--- config.mk ---
export PLATFORM = sky130hd
export DESIGN_NAME = hmac_msg_padder
export DESIGN_NICKNAME = d
export VERILOG_FILES = /design/src/rtl/hmac_msg_padder.sv
export SDC_FILE = /design/constraint.sdc
export NUM_CORES = 1
export LEC_CHECK = 0
export BUFFER_PORTS_ARGS = -buffer_cell sky130_fd_sc_hd__buf_4
export CAP_MARGIN = 10
export CELL_PAD_IN_SITES_DETAIL_PLACEMENT = 1
export CELL_PAD_IN_SITES_GLOBAL_PLACEMENT = 2
export CORE_AREA = 2 2 139 141
export DETAILED_ROUTE_END_ITERATION = 10
export DIE_AREA = 0 0 141 143
export PLACE_DENSITY_LB_ADDON = 0.1
export SLEW_MARGIN = 20
export SYNTH_ARGS = -nofsm -noshare
export SYNTH_HDL_FRONTEND = slang
export SYNTH_SLANG_ARGS = --single-unit
--- constraint.sdc ---
create_clock -name clk -period 3.5 [get_ports clk]
set_clock_uncertainty 0.05 [all_clocks]
set_input_delay 0.7 -clock clk [delete_from_list [all_inputs] [get_ports clk]]
set_output_delay 0.7 -clock clk [all_outputs]
set_load 0.02 [all_outputs]
--- src/rtl/hmac_msg_padder.sv ---
`default_nettype none
// ============================================================================
// Module      : hmac_msg_padder
// Description : Applies SHA-384 padding to a 32-bit big-endian message stream
//               and drives the blocks into the HMAC-384 register port.
// Revision    : 1.0 - initial release
// ============================================================================
module hmac_msg_padder #(
    parameter int                    ADDR_WIDTH    = 32,
    parameter logic [ADDR_WIDTH-1:0] ADDR_CTRL     = ADDR_WIDTH'(32'h0000_0010),
    parameter logic [ADDR_WIDTH-1:0] ADDR_STATUS   = ADDR_WIDTH'(32'h0000_0018),
    parameter logic [ADDR_WIDTH-1:0] ADDR_BLOCK0   = ADDR_WIDTH'(32'h0000_0080),
    parameter int                    INIT_BIT      = 0,
    parameter int                    NEXT_BIT      = 1,
    parameter int                    SETTLE_CYCLES = 3
) (
    input  logic                  clk,
    input  logic                  reset,
    input  logic                  start,
    input  logic                  empty_msg,
    input  logic                  msg_valid,
    output logic                  msg_ready,
    input  logic [31:0]           msg_data,
    input  logic                  msg_last,
    input  logic [1:0]            msg_bytes,
    output logic                  hmac_cs,
    output logic                  hmac_we,
    output logic [ADDR_WIDTH-1:0] hmac_address,
    output logic [31:0]           hmac_write_data,
    input  logic [31:0]           hmac_read_data,
    output logic                  busy,
    output logic                  done
);

    localparam int SW = $clog2(SETTLE_CYCLES + 1);

    localparam logic [2:0] S_IDLE     = 3'd0;
    localparam logic [2:0] S_WAIT_RDY = 3'd1;
    localparam logic [2:0] S_FILL     = 3'd2;
    localparam logic [2:0] S_PAD      = 3'd3;
    localparam logic [2:0] S_LEN      = 3'd4;
    localparam logic [2:0] S_KICK     = 3'd5;
    localparam logic [2:0] S_SETTLE   = 3'd6;
    localparam logic [2:0] S_TAG_WAIT = 3'd7;

    logic [2:0]            r_state;
    logic [4:0]            r_idx;
    logic [60:0]           r_bytecnt;
    logic                  r_first;
    logic                  r_empty;
    logic                  r_last_seen;
    logic                  r_pad_done;
    logic                  r_len_done;
    logic                  r_done;
    logic [SW-1:0]         r_settle;

    logic [2:0]            w_last_bytes;
    logic [31:0]           w_last_word;
    logic [63:0]           w_len;
    logic [ADDR_WIDTH-1:0] w_blk_addr;
    logic                  w_unused;

    assign w_last_bytes = (msg_bytes == 2'd0) ? 3'd4 : {1'b0, msg_bytes};
    assign w_len        = {r_bytecnt, 3'b000};
    assign w_blk_addr   = ADDR_BLOCK0 + ADDR_WIDTH'({r_idx, 2'b00});
    assign w_unused     = ^hmac_read_data[31:2];

    // Terminate a short final word in place: 0x80 after the last valid byte.
    always_comb begin
        case (msg_bytes)
            2'd1:    w_last_word = {msg_data[31:24], 8'h80, 16'h0000};
            2'd2:    w_last_word = {msg_data[31:16], 8'h80, 8'h00};
            2'd3:    w_last_word = {msg_data[31:8], 8'h80};
            default: w_last_word = msg_data;
        endcase
    end

    assign msg_ready = (r_state == S_FILL);
    assign busy      = (r_state != S_IDLE);
    assign done      = r_done;

    always_comb begin
        hmac_cs         = 1'b0;
        hmac_we         = 1'b0;
        hmac_address    = '0;
        hmac_write_data = '0;
        case (r_state)
            S_WAIT_RDY, S_TAG_WAIT: begin
                hmac_cs      = 1'b1;
                hmac_address = ADDR_STATUS;
            end
            S_FILL: begin
                if (msg_valid) begin
                    hmac_cs         = 1'b1;
                    hmac_we         = 1'b1;
                    hmac_address    = w_blk_addr;
                    hmac_write_data = msg_last ? w_last_word : msg_data;
                end
            end
            S_PAD: begin
                hmac_cs         = 1'b1;
                hmac_we         = 1'b1;
                hmac_address    = w_blk_addr;
                hmac_write_data = r_pad_done ? 32'h0000_0000 : 32'h8000_0000;
            end
            S_LEN: begin
                hmac_cs         = 1'b1;
                hmac_we         = 1'b1;
                hmac_address    = w_blk_addr;
                hmac_write_data = (r_idx == 5'd30) ? w_len[63:32] :
                                  (r_idx == 5'd31) ? w_len[31:0]  : 32'h0000_0000;
            end
            S_KICK: begin
                hmac_cs         = 1'b1;
                hmac_we         = 1'b1;
                hmac_address    = ADDR_CTRL;
                hmac_write_data = r_first ? (32'd1 << INIT_BIT) : (32'd1 << NEXT_BIT);
            end
            default: begin
            end
        endcase
    end

    always_ff @(posedge clk or posedge reset) begin
        if (reset) begin
            r_state     <= S_IDLE;
            r_idx       <= '0;
            r_bytecnt   <= '0;
            r_first     <= 1'b0;
            r_empty     <= 1'b0;
            r_last_seen <= 1'b0;
            r_pad_done  <= 1'b0;
            r_len_done  <= 1'b0;
            r_done      <= 1'b0;
            r_settle    <= '0;
        end else begin
            r_done <= 1'b0;
            case (r_state)
                S_IDLE: begin
                    if (start) begin
                        r_state     <= S_WAIT_RDY;
                        r_first     <= 1'b1;
                        r_idx       <= '0;
                        r_bytecnt   <= '0;
                        r_empty     <= empty_msg;
                        r_last_seen <= 1'b0;
                        r_pad_done  <= 1'b0;
                        r_len_done  <= 1'b0;
                    end
                end
                S_WAIT_RDY: begin
                    if (hmac_read_data[0]) begin
                        r_state <= (r_empty || r_last_seen) ? S_PAD : S_FILL;
                    end
                end
                S_FILL: begin
                    if (msg_valid) begin
                        r_idx <= r_idx + 5'd1;
                        if (!msg_last) begin
                            r_bytecnt <= r_bytecnt + 61'd4;
                            if (r_idx == 5'd31) begin
                                r_state <= S_KICK;
                            end
                        end else begin
                            r_last_seen <= 1'b1;
                            r_bytecnt   <= r_bytecnt + 61'(w_last_bytes);
                            r_pad_done  <= (msg_bytes != 2'd0);
                            // A full block always goes out first; a short word
                            // ending at word 27 leaves room for the length only.
                            if (r_idx == 5'd31) begin
                                r_state <= S_KICK;
                            end else if (msg_bytes != 2'd0 && r_idx == 5'd27) begin
                                r_state <= S_LEN;
                            end else begin
                                r_state <= S_PAD;
                            end
                        end
                    end
                end
                S_PAD: begin
                    r_idx      <= r_idx + 5'd1;
                    r_pad_done <= 1'b1;
                    if (r_idx == 5'd31) begin
                        r_state <= S_KICK;
                    end else if (r_idx == 5'd27) begin
                        r_state <= S_LEN;
                    end
                end
                S_LEN: begin
                    r_idx <= r_idx + 5'd1;
                    if (r_idx == 5'd31) begin
                        r_len_done <= 1'b1;
                        r_state    <= S_KICK;
                    end
                end
                S_KICK: begin
                    r_first  <= 1'b0;
                    r_idx    <= '0;
                    r_settle <= '0;
                    r_state  <= S_SETTLE;
                end
                S_SETTLE: begin
                    if (r_settle == SW'(SETTLE_CYCLES - 1)) begin
                        r_state <= r_len_done ? S_TAG_WAIT : S_WAIT_RDY;
                    end else begin
                        r_settle <= r_settle + SW'(1);
                    end
                end
                S_TAG_WAIT: begin
                    if (hmac_read_data[1:0] == 2'b11) begin
                        r_done  <= 1'b1;
                        r_state <= S_IDLE;
                    end
                end
                default: r_state <= S_IDLE;
            endcase
        end
    end

endmodule
`default_nettype wire

==> key figures, run 1 <==
Detailed routing
  • Drt total wl: 20.17 mm
  • Drt first pass iters: 4
  • Via count: 5532
  • Final ANT Viol Nets: 0
  • Starting DRT DRC Count: 278
  • WL/cell: 19.66 um
  • Number of vias per cell: 5.392
  • Drt drc: 0

Layout
  • Multi-input gate area: 3221 um^2
  • Ant. Diodes: 0
  • Most frequent cells in the layout: 106 x buf_4, 80 x nand2_1, 78 x a21oi_1, 78 x nor2_1, 75 x dfrtp_1
  • Syn-to-layout area delta: 22.33%
  • Register Area: 1929 um^2
  • Fin area: 6704 um^2
  • Most common cell after layout, fill and taps aside: buf_4
  • Nets@finish: 868
  • Layout cells sized above 1: 18.18%
  • Fillers: 2277

Critical path
  • Crit-path max FO: 30
  • Req. time, crit path: 2.75 ns
  • Crit start category: flop
  • Flop-to-flop setup slack: 0.68 ns
  • Critical Path Most Common Cell: ha_1
  • Reg2reg start: r_bytecnt[0]
  • Worst path top cell family by delay: buffers and inverters
  • Worst-path cell chain: ha_1, and3_1, ha_1, inv_1, nor2_2, buf_12, a21oi_1, o21ai_0, buf_4
  • Max incr delay on CP: 0.45 ns
  • Worst reg2reg path depth: 8
  • Number of cells on the critical path: 9
  • R2r endpoint: r_bytecnt[46]
  • Crit path max-delay cell type: dfrtp_2
  • CP Buf/Inv Count: 3
  • Crit path DAT: 2.59 ns
  • Critical path type: reg2out
  • Critical Path Sink Type: primary output

Timing
  • RSZ-0062 raised after global routing: false
  • Fin Setup TNS: 0 ns
  • Final max-slew violation count: 0
  • Fin crit share: 95.37%
  • Final Hold Viols: 0
  • Final Setup Violations: 0
  • Tightest Pin Transition: 0.7734 ns
  • Tmin final: 3.338 ns
  • Fmax: 299.6 MHz
  • Rel. slew slack: 48.36%

Flow run
  • Max-cap violation count: 0

Run status
  • Outcome: finished, final reports clean

Global routing
  • Tot GR Track Use: 20.39%
  • First-pass GRT wire length: 31.93 mm
  • Grt ovf: 0
  • Vias in the first global route: 5539
  • Initial antenna violation count: 0
  • Pin count of the biggest net entering global routing: 34

CTS
  • Clk buf depth: 2
  • Htree depth: 3
  • Worst skew pair latency: 0.35 ns
  • Root Driver: clkbuf_16
  • CTS tree: built
  • CTS buffer count: 9
  • CTS clk-pin slew, worst paths: 0.06 ns
  • Hold buffer count at CTS: 0
  • Post-CTS setup repair buffer count: 0
  • CTS Sinks: 77

Synth
  • Seq/Total Area, Yosys: 35.16%
  • Mapped Area: 5480 um^2
  • Netlist cell types: 64
  • #FFs+latches synth: 77
  • Dominant register cell in the synthesized netlist: dfrtp_1
  • Syn_area_per_cell: 7.784 um^2
  • Post-synth EDFFs: 0
  • Async set-reset flop share out of synthesis: 100.0%
  • Synth Warn #: 0
  • Synth Instances: 704

Power and ir drop
  • Max VDD drop: 0.2516 mV
  • Static Leakage: 2.953 nW
  • Power per cell area: 519.4 nW/um^2

Die
  • DIE WIDTH: 141 um
  • Initial Util: 29.49%
  • I/O Pins: 141
  • Die area: 20160 um^2
  • FP Rows: 50
  • Total core area: 18580 um^2
  • Die Y: 143 um

Placed design
  • DP Area: 6382 um^2
  • Final RePlAce weighted congestion: 0.8049
  • HPWL after DPL: 14.67 mm
  • I/O Buffers: 84

Min path
  • Path type of the worst min-delay path: in2async
## per-stage QoR
stage,instances,power (mW),hold WS (ns),utilization (%),setup slack [ns]
3_3_place_gp,1010,2.410,0.4390,34.35,0.3850
2_1_floorplan,729,1.964,0.3966,-,0.6695
4_1_cts,1026,3.516,0.4540,36.07,0.02721
5_1_grt,1026,3.707,0.4701,36.08,0.002885
3_5_place_dp,1010,2.440,0.4389,34.35,0.2514
6_report,1026,3.482,0.4473,36.08,0.1622
## sequential cells by signal (all words and copies together) (netlist names)
register,count
r_first,1
r_len_done,1
r_last_seen,1
r_bytecnt,61
r_pad_done,1
r_state,3
r_settle,2
done,1
r_empty,1
r_idx,5
## Yosys cell counts (6+ instances only)
cell type / count / area (um^2)
a21oi_1: 78 / 390.4
and2_1: 6 / 37.54
and3_1: 6 / 37.54
buf_2: 7 / 35.03
buf_4: 26 / 195.2
clkbuf_1: 26 / 97.59
dfrtp_1: 77 / 1927
ha_1: 8 / 100.1
inv_1: 22 / 82.58
nand2_1: 80 / 300.3
nand3_1: 29 / 145.1
nand4_1: 19 / 118.9
nor2_1: 80 / 300.3
nor3_1: 8 / 40.04
o21ai_0: 73 / 365.4
o31ai_1: 13 / 97.59
or3_1: 29 / 181.4
or4_1: 13 / 97.59
xor2_1: 17 / 148.9
## cell families after synthesis
kind of cell	share of synthesized area, %
and+or+nand+nor	28.08
AOI/OAI and AO/OA	22.08
buffers and inverters	7.899
DFF	35.16
xor gates and xnor gates	3.196
adders and majority gates	2.192
muxes	1.324
other	0.06843
## what timing repair did
item	4_1_cts	5_1_grt
resized for setup	0	2
hold endpoints to repair	0	0
endpoints found under the setup margin	0	13
## layout make-up
cell class	count	share of cell area, %
multi-input cells	567	48.04
flip-flops and latches	77	28.78
repair buffers	109	12.77
well taps	234	4.367
clock buffers	13	3.733
inverters	23	1.288
clock inverters	3	1.027
## worst max path at each step
stage,from,endpoint,slack (ns)
global route,r_idx[1],hmac_write_data[5],0.003
detailed placement,msg_bytes[0],r_bytecnt[54],0.25
CTS,r_idx[1],hmac_write_data[6],0.03
finish,r_idx[1],hmac_write_data[5],0.16
global placement,msg_bytes[0],r_bytecnt[54],0.39
floorplan,r_idx[1],hmac_write_data[25],0.67
## metal layers
| metal | track usage [%] | share of wire, % |
|---|---|---|
| met1 | 28.21 | 47 |
| met2 | 33.97 | 48 |
| met3 | 2.448 | 3.7 |
| met4 | 5.263 | 1.2 |
| met5 | 0 | 0 |
## report_power, final
part	leakage [nW]	total, mW	switching [mW]	internal [mW]
Clock	0.154	1.06	0.412	0.648
Combinational	1.75	1.29	0.805	0.484
Sequential	1.05	1.13	0.143	0.990
No activity file was read; power rests on OpenSTA's default activity.
==> run 2: changes to the inputs <==
--- a/config.mk
+++ b/config.mk
@@ -13,6 +13,7 @@
 export DETAILED_ROUTE_END_ITERATION = 10
 export DIE_AREA = 0 0 141 143
 export PLACE_DENSITY_LB_ADDON = 0.1
+export RECOVER_POWER = 100
 export SLEW_MARGIN = 20
 export SYNTH_ARGS = -nofsm -noshare
 export SYNTH_HDL_FRONTEND = slang
==> key figures, run 2 (same netlist as run 1, synthesis figures left out) <==
Run status
  • Outcome: finished, final reports clean (unchanged)

Detailed routing
  • Number of vias per cell: 5.357 (was 5.392)
  • WL/cell: 19.68 um (was 19.66 um)
  • Final ANT Viol Nets: 0 (unchanged)
  • Starting DRT DRC Count: 288 (was 278)
  • Via count: 5496 (was 5532)
  • Drt drc: 0 (unchanged)
  • Drt total wl: 20.19 mm (was 20.17 mm)
  • Drt first pass iters: 4 (unchanged)

Power and ir drop
  • Max VDD drop: 0.2515 mV (was 0.2516 mV)
  • Static Leakage: 2.826 nW (was 2.953 nW)
  • Clock power share: 31.2% (was 30.4%)
  • Combinational share of power: 35.6% (was 37.0%)
  • P_sw: 1.365 mW (was 1.360 mW)
  • Seq pwr share: 33.2% (was 32.5%)
  • P_int: 2.047 mW (was 2.122 mW)
  • Switching fraction of total power: 40.01% (was 39.07%)
  • Power per cell area: 522.0 nW/um^2 (was 519.4 nW/um^2)

Layout
  • Fin cells: 1026 (unchanged)
  • Most common cell after layout, fill and taps aside: nand2_1 (was buf_4)
  • Most frequent cells in the layout: 80 x nand2_1, 79 x a21oi_1, 78 x nor2_1 (was 106 x buf_4, 80 x nand2_1, 78 x a21oi_1, 78 x nor2_1, 75 x dfrtp_1)
  • Fillers: 2294 (was 2277)
  • Fin area: 6536 um^2 (was 6704 um^2)
  • Layout cells sized above 1: 14.39% (was 18.18%)
  • Top Registers: r_bytecnt x61, r_idx x5, r_state x3 (unchanged)
  • Syn-to-layout area delta: 19.27% (was 22.33%)
  • Register Area: 1929 um^2 (unchanged)
  • Largest register FFs: 61 (unchanged)
  • Ant. Diodes: 0 (unchanged)
  • Multi-input gate area: 3216 um^2 (was 3221 um^2)
  • Nets@finish: 868 (unchanged)
  • Largest register by flop count: r_bytecnt (unchanged)

CTS
  • CTS clk-pin slew, worst paths: 0.07 ns (was 0.06 ns)
  • CTS Sinks: 77 (unchanged)
  • Root Driver: clkbuf_16 (unchanged)
  • # resized after CTS: 0 (unchanged)
  • Post-CTS setup repair buffer count: 0 (unchanged)
  • Hold buffer count at CTS: 0 (unchanged)
  • CTS tree: built (unchanged)
  • Worst skew pair latency: 0.35 ns (about the same)
  • CTS buffer count: 9 (unchanged)
  • Clk buf depth: 2 (unchanged)
  • Htree depth: 3 (unchanged)

Die
  • Die area: 20160 um^2 (unchanged)
  • FP Rows: 50 (unchanged)
  • Initial Util: 29.49% (unchanged)
  • Die Y: 143 um (unchanged)
  • DIE WIDTH: 141 um (unchanged)
  • I/O Pins: 141 (unchanged)
  • Total core area: 18580 um^2 (unchanged)

Global routing
  • Tot GR Track Use: 20.39% (unchanged)
  • First-pass GRT wire length: 31.93 mm (unchanged)
  • Initial antenna violation count: 0 (unchanged)
  • Pin count of the biggest net entering global routing: 34 (unchanged)
  • Vias in the first global route: 5539 (unchanged)
  • Grt ovf: 0 (unchanged)

Critical path
  • R2r endpoint: r_bytecnt[56] (was r_bytecnt[46])
  • Crit-path max FO: 30 (unchanged)
  • Reg2reg start: r_bytecnt[0] (unchanged)
  • Critical path type: reg2out (unchanged)
  • Crit path DAT: 2.60 ns (was 2.59 ns)
  • Crit start category: flop (unchanged)
  • Max incr delay on CP: 0.45 ns (about the same)
  • Req. time, crit path: 2.75 ns (about the same)
  • Flop-to-flop setup slack: 0.47 ns (was 0.68 ns)
  • Worst-path cell chain: ha_1, and3_1, ha_1, inv_1, nor2_2, buf_12, a21oi_1, o21ai_0, buf_4 (unchanged)
  • Critical Path Most Common Cell: ha_1 (unchanged)
  • Critical Path Sink Type: primary output (unchanged)
  • Crit path max-delay cell type: dfrtp_2 (unchanged)
  • Worst reg2reg path depth: 9 (was 8)

Timing
  • Rel. slew slack: 2.547% (was 48.36%)
  • RSZ-0062 raised after global routing: false (unchanged)
  • Fin Setup TNS: 0 ns (unchanged)
  • Final max-slew violation count: 0 (unchanged)
  • Fin crit share: 95.63% (was 95.37%)
  • Final Hold Viols: 0 (unchanged)
  • Final Setup Violations: 0 (unchanged)
  • Tightest Pin Transition: 1.462 ns (was 0.7734 ns)
  • Fmax: 298.8 MHz (was 299.6 MHz)
  • Worst hold margin: 0.4483 ns (was 0.4473 ns)
  • Tmin final: 3.347 ns (was 3.338 ns)

Min path
  • WHS Path Cells: 2
  • HP Start: r_last_seen
  • Path type of the worst min-delay path: reg2reg (was in2async)
  • Worst Hold End: r_last_seen

Flow run
  • Max-cap violation count: 0 (unchanged)

Placed design
  • DP Area: 6382 um^2 (unchanged)
  • Final RePlAce weighted congestion: 0.8049 (unchanged)
  • HPWL after DPL: 14.67 mm (unchanged)
  • Post-Place Cells: 1010 (unchanged)
  • I/O Buffers: 84 (unchanged)
-- run 2: cell count changes in the layout (fill, tap and decap cells not counted), moves of 2 or more --
cell      change
clkbuf_1     +26
buf_4        -47
clkbuf_2     +21
and2_1        -2
and2_0        +3
-- run 2: layout make-up --
cell class                 instances  area share, %
sequential                        77          29.52
clock buffer                      13          3.828
multi-input combinational        567          49.20
clock inverter                     3          1.053
tap                              234          4.479
timing repair buffer             109          10.60
inverter                          23          1.321
-- run 2: power by group through the flow --
stage | logic (mW) | registers, mW | clock network (mW)
after floorplan | 0.886 | 1.08 | 0
after global placement | 1.27 | 1.14 | 0
after detailed placement | 1.30 | 1.14 | 0
after CTS | 1.31 | 1.13 | 1.08
after global routing | 1.35 | 1.15 | 1.12
final | 1.21 | 1.13 | 1.06
-- run 2: how the worst max path moves through the flow --
| stage | start | end | slack (ns) | depth (start not counted) |
|---|---|---|---|---|
| 2_1_floorplan | r_idx[1] | hmac_write_data[25] | 0.67 | 8 |
| 3_5_place_dp | msg_bytes[0] | r_bytecnt[54] | 0.25 | 9 |
| 6_report | r_idx[1] | hmac_write_data[5] | 0.15 | 9 |
| 3_3_place_gp | msg_bytes[0] | r_bytecnt[54] | 0.39 | 9 |
| 5_1_grt | r_idx[1] | hmac_write_data[5] | 0.003 | 9 |
| 4_1_cts | r_idx[1] | hmac_write_data[6] | 0.03 | 9 |
-- run 2: through the flow --
stage	setup WS [ns]	utilization [%]	total power, mW
finish	0.1529	35.18	3.412
global route	0.002887	35.18	3.629
CTS	0.02721	36.07	3.516
detailed placement	0.2514	34.35	2.440
global placement	0.3850	34.35	2.410
floorplan	0.6695	-	1.964
-- run 2: worst max-delay path: cells and delay by family (launching register included) --
family / cells / cell delay, ns
buffers and inverters: 3 / 0.55
and+or+nand+nor: 2 / 0.35
adders and majority gates: 2 / 0.51
DFF: 1 / 0.45
AOI/OAI and AO/OA: 2 / 0.37
-- run 2: routing by layer --
layer  up-vias  track usage, %  share of wire [%]
li1       2651               -                  -
met2        98           33.97                 48
met4         0           5.263                1.2
met5         -               0                  0
met1      2732           28.21                 47
met3        15           2.448                3.7
